**src/rtl/vector_sequencer.sv**
```systemverilog
`default_nettype none
// ============================================================================
//  Module      : vector_sequencer
//  Description : On-chip stimulus/check controller. Steps through a
//                synchronous vector memory, drives each stimulus onto the
//                datapath, waits a settle interval, compares the datapath
//                response against the expected fields and tallies mismatches.
//  Revision    : 1.0 - initial release
// ============================================================================
module vector_sequencer #(
    parameter  int WIDTH   = 8,
    parameter  int NUM_VEC = 10,
    parameter  int ADDR_W  = 4,
    parameter  int SETTLE  = 1,
    localparam int VEC_W   = 2*WIDTH+9
) (
    input  logic              clk,
    input  logic              rst,        // asynchronous, active low
    input  logic              start,
    input  logic              abort,
    output logic [ADDR_W-1:0] vec_addr,
    output logic              vec_rd,
    input  logic [VEC_W-1:0]  vec_data,
    output logic [WIDTH-1:0]  data_in,
    output logic              a,
    output logic              b,
    output logic [4:0]        x,
    input  logic [WIDTH-1:0]  data_out,
    input  logic              out,
    input  logic              d,
    output logic              busy,
    output logic              chk_valid,
    output logic              chk_fail,
    output logic [ADDR_W-1:0] vecnum,
    output logic [15:0]       errors,
    output logic              done,
    output logic              pass
);

    // State encoding
    localparam logic [2:0] c_IDLE   = 3'd0;
    localparam logic [2:0] c_FETCH  = 3'd1;
    localparam logic [2:0] c_LOAD   = 3'd2;
    localparam logic [2:0] c_SETTLE = 3'd3;
    localparam logic [2:0] c_CHECK  = 3'd4;
    localparam logic [2:0] c_DONE   = 3'd5;

    localparam logic [ADDR_W-1:0] c_LAST_VEC   = ADDR_W'(NUM_VEC-1);
    localparam logic [3:0]        c_SETTLE_CNT = 4'(SETTLE);
    localparam logic [15:0]       c_ERR_MAX    = 16'hFFFF;

    logic [2:0]        r_state;
    logic [ADDR_W-1:0] r_vecnum;
    logic [15:0]       r_errors;
    logic              r_pass;
    logic [3:0]        r_settle_cnt;

    // Stimulus currently applied and the response expected for it
    logic [WIDTH-1:0]  r_data_in;
    logic              r_a;
    logic              r_b;
    logic [4:0]        r_x;
    logic [WIDTH-1:0]  r_exp_data;
    logic              r_exp_out;
    logic              r_exp_d;

    // Vector word fields, MSB to LSB: {data_in, a, b, x, data_out, out, d}
    logic [WIDTH-1:0]  w_vec_data_in;
    logic              w_vec_a;
    logic              w_vec_b;
    logic [4:0]        w_vec_x;
    logic [WIDTH-1:0]  w_vec_exp_data;
    logic              w_vec_exp_out;
    logic              w_vec_exp_d;

    assign w_vec_data_in  = vec_data[VEC_W-1 -: WIDTH];
    assign w_vec_a        = vec_data[WIDTH+8];
    assign w_vec_b        = vec_data[WIDTH+7];
    assign w_vec_x        = vec_data[WIDTH+6 -: 5];
    assign w_vec_exp_data = vec_data[WIDTH+1 -: WIDTH];
    assign w_vec_exp_out  = vec_data[1];
    assign w_vec_exp_d    = vec_data[0];

    // A compare is live only in CHECK and only if the run is not being aborted
    logic        w_check;
    logic        w_mismatch;
    logic [15:0] w_errors_inc;

    assign w_check      = (r_state == c_CHECK) && !abort;
    assign w_mismatch   = (data_out != r_exp_data) || (out != r_exp_out) || (d != r_exp_d);
    assign w_errors_inc = (r_errors == c_ERR_MAX) ? r_errors : r_errors + 16'd1;

    // Sequencer: run control, vector index, settle timing, stimulus and error tally
    always_ff @(posedge clk or negedge rst) begin
        if (!rst) begin
            r_state      <= c_IDLE;
            r_vecnum     <= '0;
            r_errors     <= '0;
            r_pass       <= 1'b0;
            r_settle_cnt <= '0;
            r_data_in    <= '0;
            r_a          <= 1'b0;
            r_b          <= 1'b0;
            r_x          <= '0;
            r_exp_data   <= '0;
            r_exp_out    <= 1'b0;
            r_exp_d      <= 1'b0;
        end else if (abort) begin
            // Abort drops back to IDLE; counters and stimulus are left as-is
            r_state <= c_IDLE;
        end else begin
            case (r_state)
                c_IDLE: begin
                    if (start) begin
                        r_vecnum <= '0;
                        r_errors <= '0;
                        r_pass   <= 1'b0;
                        r_state  <= c_FETCH;
                    end
                end
                c_FETCH: begin
                    r_state <= c_LOAD;
                end
                c_LOAD: begin
                    r_data_in    <= w_vec_data_in;
                    r_a          <= w_vec_a;
                    r_b          <= w_vec_b;
                    r_x          <= w_vec_x;
                    r_exp_data   <= w_vec_exp_data;
                    r_exp_out    <= w_vec_exp_out;
                    r_exp_d      <= w_vec_exp_d;
                    r_settle_cnt <= c_SETTLE_CNT;
                    r_state      <= c_SETTLE;
                end
                c_SETTLE: begin
                    r_settle_cnt <= r_settle_cnt - 4'd1;
                    if (r_settle_cnt <= 4'd1) begin
                        r_state <= c_CHECK;
                    end
                end
                c_CHECK: begin
                    if (w_mismatch) begin
                        r_errors <= w_errors_inc;
                    end
                    if (r_vecnum == c_LAST_VEC) begin
                        r_state <= c_DONE;
                    end else begin
                        r_vecnum <= r_vecnum + ADDR_W'(1);
                        r_state  <= c_FETCH;
                    end
                end
                c_DONE: begin
                    r_pass  <= (r_errors == 16'd0);
                    r_state <= c_IDLE;
                end
                default: begin
                    r_state <= c_IDLE;
                end
            endcase
        end
    end

    assign busy      = (r_state != c_IDLE);
    assign vec_rd    = (r_state == c_FETCH);
    assign vec_addr  = vec_rd ? r_vecnum : '0;
    assign chk_valid = w_check;
    assign chk_fail  = w_check && w_mismatch;
    assign done      = (r_state == c_DONE) && !abort;
    assign vecnum    = r_vecnum;
    assign errors    = r_errors;
    assign pass      = r_pass;
    assign data_in   = r_data_in;
    assign a         = r_a;
    assign b         = r_b;
    assign x         = r_x;

endmodule
`default_nettype wire

```
**config.mk**
```make
export PLATFORM = sky130hd
export DESIGN_NAME = vector_sequencer
export DESIGN_NICKNAME = d
export VERILOG_FILES = /design/src/rtl/vector_sequencer.sv
export SDC_FILE = /design/constraint.sdc
export NUM_CORES = 1
export LEC_CHECK = 0
export ABC_AREA = 1
export CORE_MARGIN = 5
export CORE_UTILIZATION = 60
export DETAILED_ROUTE_END_ITERATION = 8
export DONT_BUFFER_PORTS = 1
export PLACE_DENSITY = 0.76
export SLEW_MARGIN = 20
export SYNTH_ARGS = -nofsm -noshare
export SYNTH_HDL_FRONTEND = slang
export SYNTH_SLANG_ARGS = --single-unit
```
**constraint.sdc**
```tcl
create_clock -name clk -period 2.66 [get_ports clk]
set_clock_uncertainty 0.15 [all_clocks]
set_input_delay 0.133 -clock clk [delete_from_list [all_inputs] [get_ports clk]]
set_output_delay 0.133 -clock clk [all_outputs]
set_load 0.01 [all_outputs]
```
==> flow_summary.toml, run 1 <==
[power_and_ir_drop]
ir_worst_vdd_uv = 619
sw_frac_of_total_pct = 40.3
power_density_nw_per_um2 = 711
p_leak_nw = 1.85
intPower_mw = 1.49
seqPwrFrac_pct = 50.5
combPwrFrac_pct = 29.5
p_clk_share_pct = 20.0
switchingPower_mw = 1.00

[critical_path]
critPathKind = "reg2reg"
crit_path_start = "errors[0]"
start_kind = "register"
crit_fanout = 16
required_ps = 2760
arrival_ps = 2470
r2r-start = "errors[0]"
worstSetupEndpointType = "register"

[die]
io_pins = 84
die_y_microns = 81.4
fp.dieW_microns = 81.4
dieArea_sq_um = 6630
coreArea_sq_um = 5040
fp-row-count = 26
start_util_pct = 60.7

[synthesis]
synth-async-reset-ratio_pct = 100
yosys.area.top_type = "dfrtp_1"
synthDominantCellAreaShare_pct = 43.4
synth-seq-cells = 53
syn_avg_cell_area_sq_um = 7.13
syn_nets = 474
yosysWarnings = 0
synth_seq_area_share_pct = 43.4
synth_cells = 429
synth_area_sq_um = 3060
synth.area.top_cells = "dfrtp_1 (43%), nand2_1 (19%), inv_1 (6.6%)"
synth_edf_count = 0
synth_cell_types = 30
yosys_most_used_dff = "dfrtp_1"

[clock_network]
clkLatencyLatePin_ps = 310
cts.sinks = 53
cts_max_level = 2
post_cts_buffers = 0
cts_inserted_buffers = 5
cts_tree = "yes"
clk_pin_slew_ps = 110
cts.path.max_buffers = 2
cts_resized = 0
clock-root-buffer = "clkbuf_8"
ctsHoldBuffers = 29

[timing]
min_period_over_period_pct = 89.2
rsz0062_at_grt = "false"
post-route-min-period_ps = 2370
finalMaxSlewViolations = 0
hold_viol = 0
tns_ps = 0
fmax_mhz = 421
setup_viol = 0
tightest_slew_ps = 1030
layout_setup_ws_ps = 287
maxSlewHeadroom_pct = 30.8

[route]
viasPerCell = 5.41
ant_nets = 0
wl_per_cell_microns = 14.3
routed_wl_microns = 7550
via_count = 2849
firstDrtPassIters = 4
drtIter0Drc = 151
drc = 0

[place]
place.port_buffers = 0
dp_hpwl_microns = 4960
placed_area_sq_um = 3100
dpl.cell_count = 490
gp_congestion = 0.797
dp_slack_ps = 348

[global_routing]
grt_remaining_overflow = 0
grt_pass1_vias = 2777
track_usage_pct = 24.5
grt_max_degree = 54
grt_pass1_wl_microns = 12700
antenna_found_initial = 0

[run]
drv_cap = 0

[layout]
syn_to_final_growth_pct = 14.4
final_cells = 527
drive_above_1_share_pct = 5.25
design_area_sq_um = 3500
final_net_count = 501
antenna_cells = 0
utilization_pct = 69.4

[status]
status = "finished, final reports clean"

[hold_path]
min_from = "start"
hp-class = "in2reg"
-- through the flow --
stage / total power [mW] / hold slack [ps]
final: 2.49 / 8.74
after floorplan: 1.78 / -313
after CTS: 2.49 / 7.08
after global placement: 1.89 / -311
after global routing: 2.68 / 65.7
after detailed placement: 1.94 / -311
-- critical path, cell delays in order (launching register included) --
cell	delay (ps)
dfrtp_1	480
ha_1	260
nand2_1	100
nor2_2	80
nand2_2	80
nor3_2	50
nor2_1	800
nand4_1	190
nand2_1	120
-- registers in the layout, indices dropped and copies added, names as in the netlist --
signal / count
r_exp_d: 1
pass: 1
b: 1
r_exp_out: 1
r_exp_data: 8
x: 5
data_in: 8
r_settle_cnt: 4
vecnum: 4
errors: 16
r_state: 3
a: 1
-- synthesized netlist by cell type, types with 2 or more instances --
cell type / count
buf_6: 2
o22ai_1: 2
inv_2: 6
a21oi_1: 3
nand2_1: 151
o211ai_1: 2
nor3_1: 5
clkbuf_1: 5
nor2_2: 4
buf_2: 2
nand4_1: 23
xor2_1: 8
nand3_1: 32
ha_1: 6
inv_1: 54
nor2_1: 43
o21ai_0: 14
xnor2_1: 2
nor4_1: 2
dfrtp_1: 53
-- cell families (layout without fill, tap and decap cells) --
group | Yosys count | in the layout | synth area share [%]
AND/OR/NAND/NOR | 266 | 266 | 37.7
adder cells (fa/ha/maj) | 6 | 6 | 2.45
XOR/XNOR | 10 | 10 | 2.86
AO/OA/AOI/OAI | 23 | 23 | 4.21
buffers and inverters | 71 | 99 | 9.41
flip-flops | 53 | 53 | 43.4
-- final timing paths --
kind                       slack (ps)         endpoint  depth (start not counted)
max                               290       errors[13]                          8
min                                 9             pass                          6
max reg2reg                       290       errors[13]                          8
min reg2reg                       360          r_exp_d                          2
max in group asynchronous        1930  r_settle_cnt[2]                          2
min in group asynchronous         190    r_exp_data[5]                          2
-- layout by cell type, fill, tap and decap left out --
| cell | synthesis | routed |
|---|---|---|
| nand2_4 | 1 | 1 |
| xnor2_1 | 2 | 2 |
| o22ai_1 | 2 | 2 |
| nor3_1 | 5 | 5 |
| nor2_2 | 4 | 4 |
| o21ai_0 | 14 | 14 |
| buf_16 | 0 | 1 |
| nand2_2 | 1 | 1 |
| inv_6 | 0 | 1 |
| clkbuf_8 | 0 | 5 |
| nand4_1 | 23 | 23 |
| o31ai_1 | 1 | 1 |
| nor4_1 | 2 | 2 |
| dlygate4sd3_1 | 0 | 28 |
| nand3_1 | 32 | 32 |
| dfrtp_1 | 53 | 53 |
| nand2_1 | 151 | 151 |
| inv_2 | 6 | 6 |
| a41oi_1 | 1 | 1 |
| and2_1 | 1 | 1 |
| buf_4 | 1 | 1 |
| a21oi_1 | 3 | 3 |
| ha_1 | 6 | 6 |
| nand3b_1 | 1 | 1 |
| xor2_1 | 8 | 8 |
| inv_8 | 0 | 1 |
| clkinv_4 | 0 | 1 |
| nor3_2 | 1 | 1 |
| inv_1 | 54 | 54 |
| nand3_4 | 1 | 1 |
| o211ai_1 | 2 | 2 |
| nor2_1 | 43 | 43 |
| clkinv_1 | 1 | 1 |
-- routing by layer --
metal | GRT usage (%) | up-vias | share of wire, %
met5 | 0 | - | 0
met4 | 6.25 | 0 | 1.6
met3 | 5.88 | 13 | 6.5
met2 | 41.0 | 87 | 48
met1 | 31.8 | 1336 | 44
li1 | - | 1413 | -
-- power groups by stage --
stage	combinational, mW	clock [mW]	sequential [mW]
after floorplan	0.552	0	1.22
after global placement	0.626	0	1.26
after detailed placement	0.670	0	1.27
after CTS	0.725	0.508	1.26
after global routing	0.850	0.544	1.29
final	0.733	0.498	1.26
-- cell type report --
class / count / area (sq um)
well taps: 70 / 87.6
inverters: 61 / 229
clock buffers: 5 / 68.8
multi-input cells: 305 / 1450
flip-flops and latches: 53 / 1330
clock inverters: 3 / 28.8
fillers: 404 / 1540
repair buffers: 30 / 315
Power figures use the tool's default switching activity.
==> run 2: changes to the inputs <==
--- a/config.mk
+++ b/config.mk
@@ -10,6 +10,8 @@
 export CORE_UTILIZATION = 60
 export DETAILED_ROUTE_END_ITERATION = 8
 export DONT_BUFFER_PORTS = 1
+export GPL_TIMING_DRIVEN = 0
+export HOLD_SLACK_MARGIN = 0.15
 export PLACE_DENSITY = 0.76
 export SLEW_MARGIN = 20
 export SYNTH_ARGS = -nofsm -noshare
==> run 2 against run 1 <==
Compared with the run above:
- routed wire length decreased by 0.83%
- critical path depth down 1
- design area up 2.9%
- clock power is essentially flat
- register-to-register slack improved by 290 ps
- core utilization is 2.0 points higher
- sequential share of layout area is 1.1 points lower
- highest routed layer unchanged
==> flow_summary.toml, run 2 (synthesized netlist as in run 1, its figures left out) <==
[power_and_ir_drop]
p_leak_nw = 1.89
intPower_mw = 1.51
combPwrFrac_pct = 29.9
switchingPower_mw = 0.998
p_clk_share_pct = 19.8
seqPwrFrac_pct = 50.2
ir_worst_vdd_uv = 498
power_density_nw_per_um2 = 695
sw_frac_of_total_pct = 39.8
p_total_mw = 2.50

[critical_path]
arrival_ps = 2130
crit_path_frequent_cell = "nor2_1"
rr_endpoint = "r_state[2]"
regToRegSetupSlack_ps = 580
required_ps = 2710
critPathKind = "reg2reg"
reg2reg_depth = 7
cpPeakStageDelay_ps = 560
start_kind = "register"
r2r-start = "r_state[0]"
worstSetupEndpointType = "register"
crit_chain = "inv_2 -> nand2_1 -> nor2_1 -> inv_1 -> o31ai_1 -> nor2_1 -> dlygate4sd3_1"
slowest_stage = "dlygate4sd3_1"
crit_path_start = "r_state[0]"
cp_top_family = "buffers and inverters"
crit_fanout = 4
cp.depth = 7
path_buf_inv = 3

[clock_network]
cts.sinks = 53
clk_pin_slew_ps = 110
post_cts_buffers = 0
clock-root-buffer = "clkbuf_8"
cts.path.max_buffers = 2
clkLatencyLatePin_ps = 310
cts_max_level = 2
cts_tree = "yes"
cts_inserted_buffers = 5

[global_routing]
track_usage_pct = 24.6
grt_remaining_overflow = 0
grt_pass1_vias = 2769
grt_max_degree = 54
grt_pass1_wl_microns = 12800
antenna_found_initial = 0

[status]
status = "finished, final reports clean"

[timing]
layout_setup_ws_ps = 576
min_period_over_period_pct = 78.3
maxSlewHeadroom_pct = 67.4
fmax_mhz = 480
finalMaxSlewViolations = 0
post-route-min-period_ps = 2080
tightest_slew_ps = 487
rsz0062_at_grt = "false"
hold_viol = 0
setup_viol = 0
tns_ps = 0

[die]
io_pins = 84
fp-row-count = 26
dieArea_sq_um = 6630
coreArea_sq_um = 5040
start_util_pct = 60.7
die_y_microns = 81.4
fp.dieW_microns = 81.4

[route]
viasPerCell = 5.27
drc = 0
drtIter0Drc = 160
firstDrtPassIters = 4
routed_wl_microns = 7490
via_count = 2852
wl_per_cell_microns = 13.8
ant_nets = 0

[layout]
final_common_cell = "nand2_1"
final_net_count = 515
largest_register_ffs = 16
final_cell_mix = "nand2_1 (151), inv_1 (53), dfrtp_1 (53), nor2_1 (43), dlygate4sd3_1 (33)"
drive_above_1_share_pct = 6.16
antenna_cells = 0
syn_to_final_growth_pct = 17.8

[place]
dp_slack_ps = 612
place.port_buffers = 0
gp_congestion = 0.895
dp_hpwl_microns = 5320

[hold_path]
hp-class = "in2async"

[run]
drv_cap = 0
==> run 2: worst max path at each step <==
| stage | end | slack, ps |
|---|---|---|
| 3_3_place_gp | errors[1] | 610 |
| 5_1_grt | errors[15] | 360 |
| 4_1_cts | r_state[2] | 90 |
| 2_1_floorplan | errors[1] | 880 |
| 3_5_place_dp | errors[1] | 610 |
| 6_report | r_state[2] | 580 |
==> run 2: power by group through the flow <==
stage	logic, mW	clock network [mW]	registers [mW]
2_1_floorplan	0.552	0	1.22
3_3_place_gp	0.648	0	1.26
3_5_place_dp	0.688	0	1.27
4_1_cts	0.753	0.509	1.26
5_1_grt	0.874	0.533	1.29
6_report	0.750	0.497	1.26
==> run 2: final cells by class <==
cell class                 count  area [sq um]
buffer                        10          58.8
clock buffer                   5          68.8
clock inverter                 3          28.8
fill                         429          1440
inverter                      61           229
multi-input combinational    305          1450
sequential                    53          1330
tap                           70          87.6
timing repair buffer          34           358
==> run 2: per-stage QoR <==
step | area [sq um] | util, % | hold slack [ps] | instances
floorplan | 3060 | - | -313 | 429
global route | 3600 | 71.4 | 197 | 541
global placement | 3150 | 62.4 | -311 | 499
detailed placement | 3150 | 62.4 | -311 | 499
CTS | 3610 | 71.6 | 167 | 542
finish | 3600 | 71.4 | 168 | 541
==> run 2: routing by layer <==
metal | global-route usage [%] | vias up | wire [microns]
li1 | - | 1435 | -
met1 | 33.3 | 1323 | 3300
met2 | 40.1 | 84 | 3640
met3 | 4.77 | 10 | 462
met4 | 6.93 | 0 | 91
met5 | 0 | - | 0
==> run 2: worst reg2reg max path, stage by stage (launching register included) <==
cell	delay, ps
dfrtp_1	420
inv_2	80
nand2_1	80
nor2_1	150
inv_1	140
o31ai_1	340
nor2_1	70
dlygate4sd3_1	560
==> run 2: repair_timing <==
action                                 CTS  global route
setup endpoints to repair                0             1
endpoints found under the hold margin   85             0
hold buffers                            35             0
gates resized for setup                  0             1
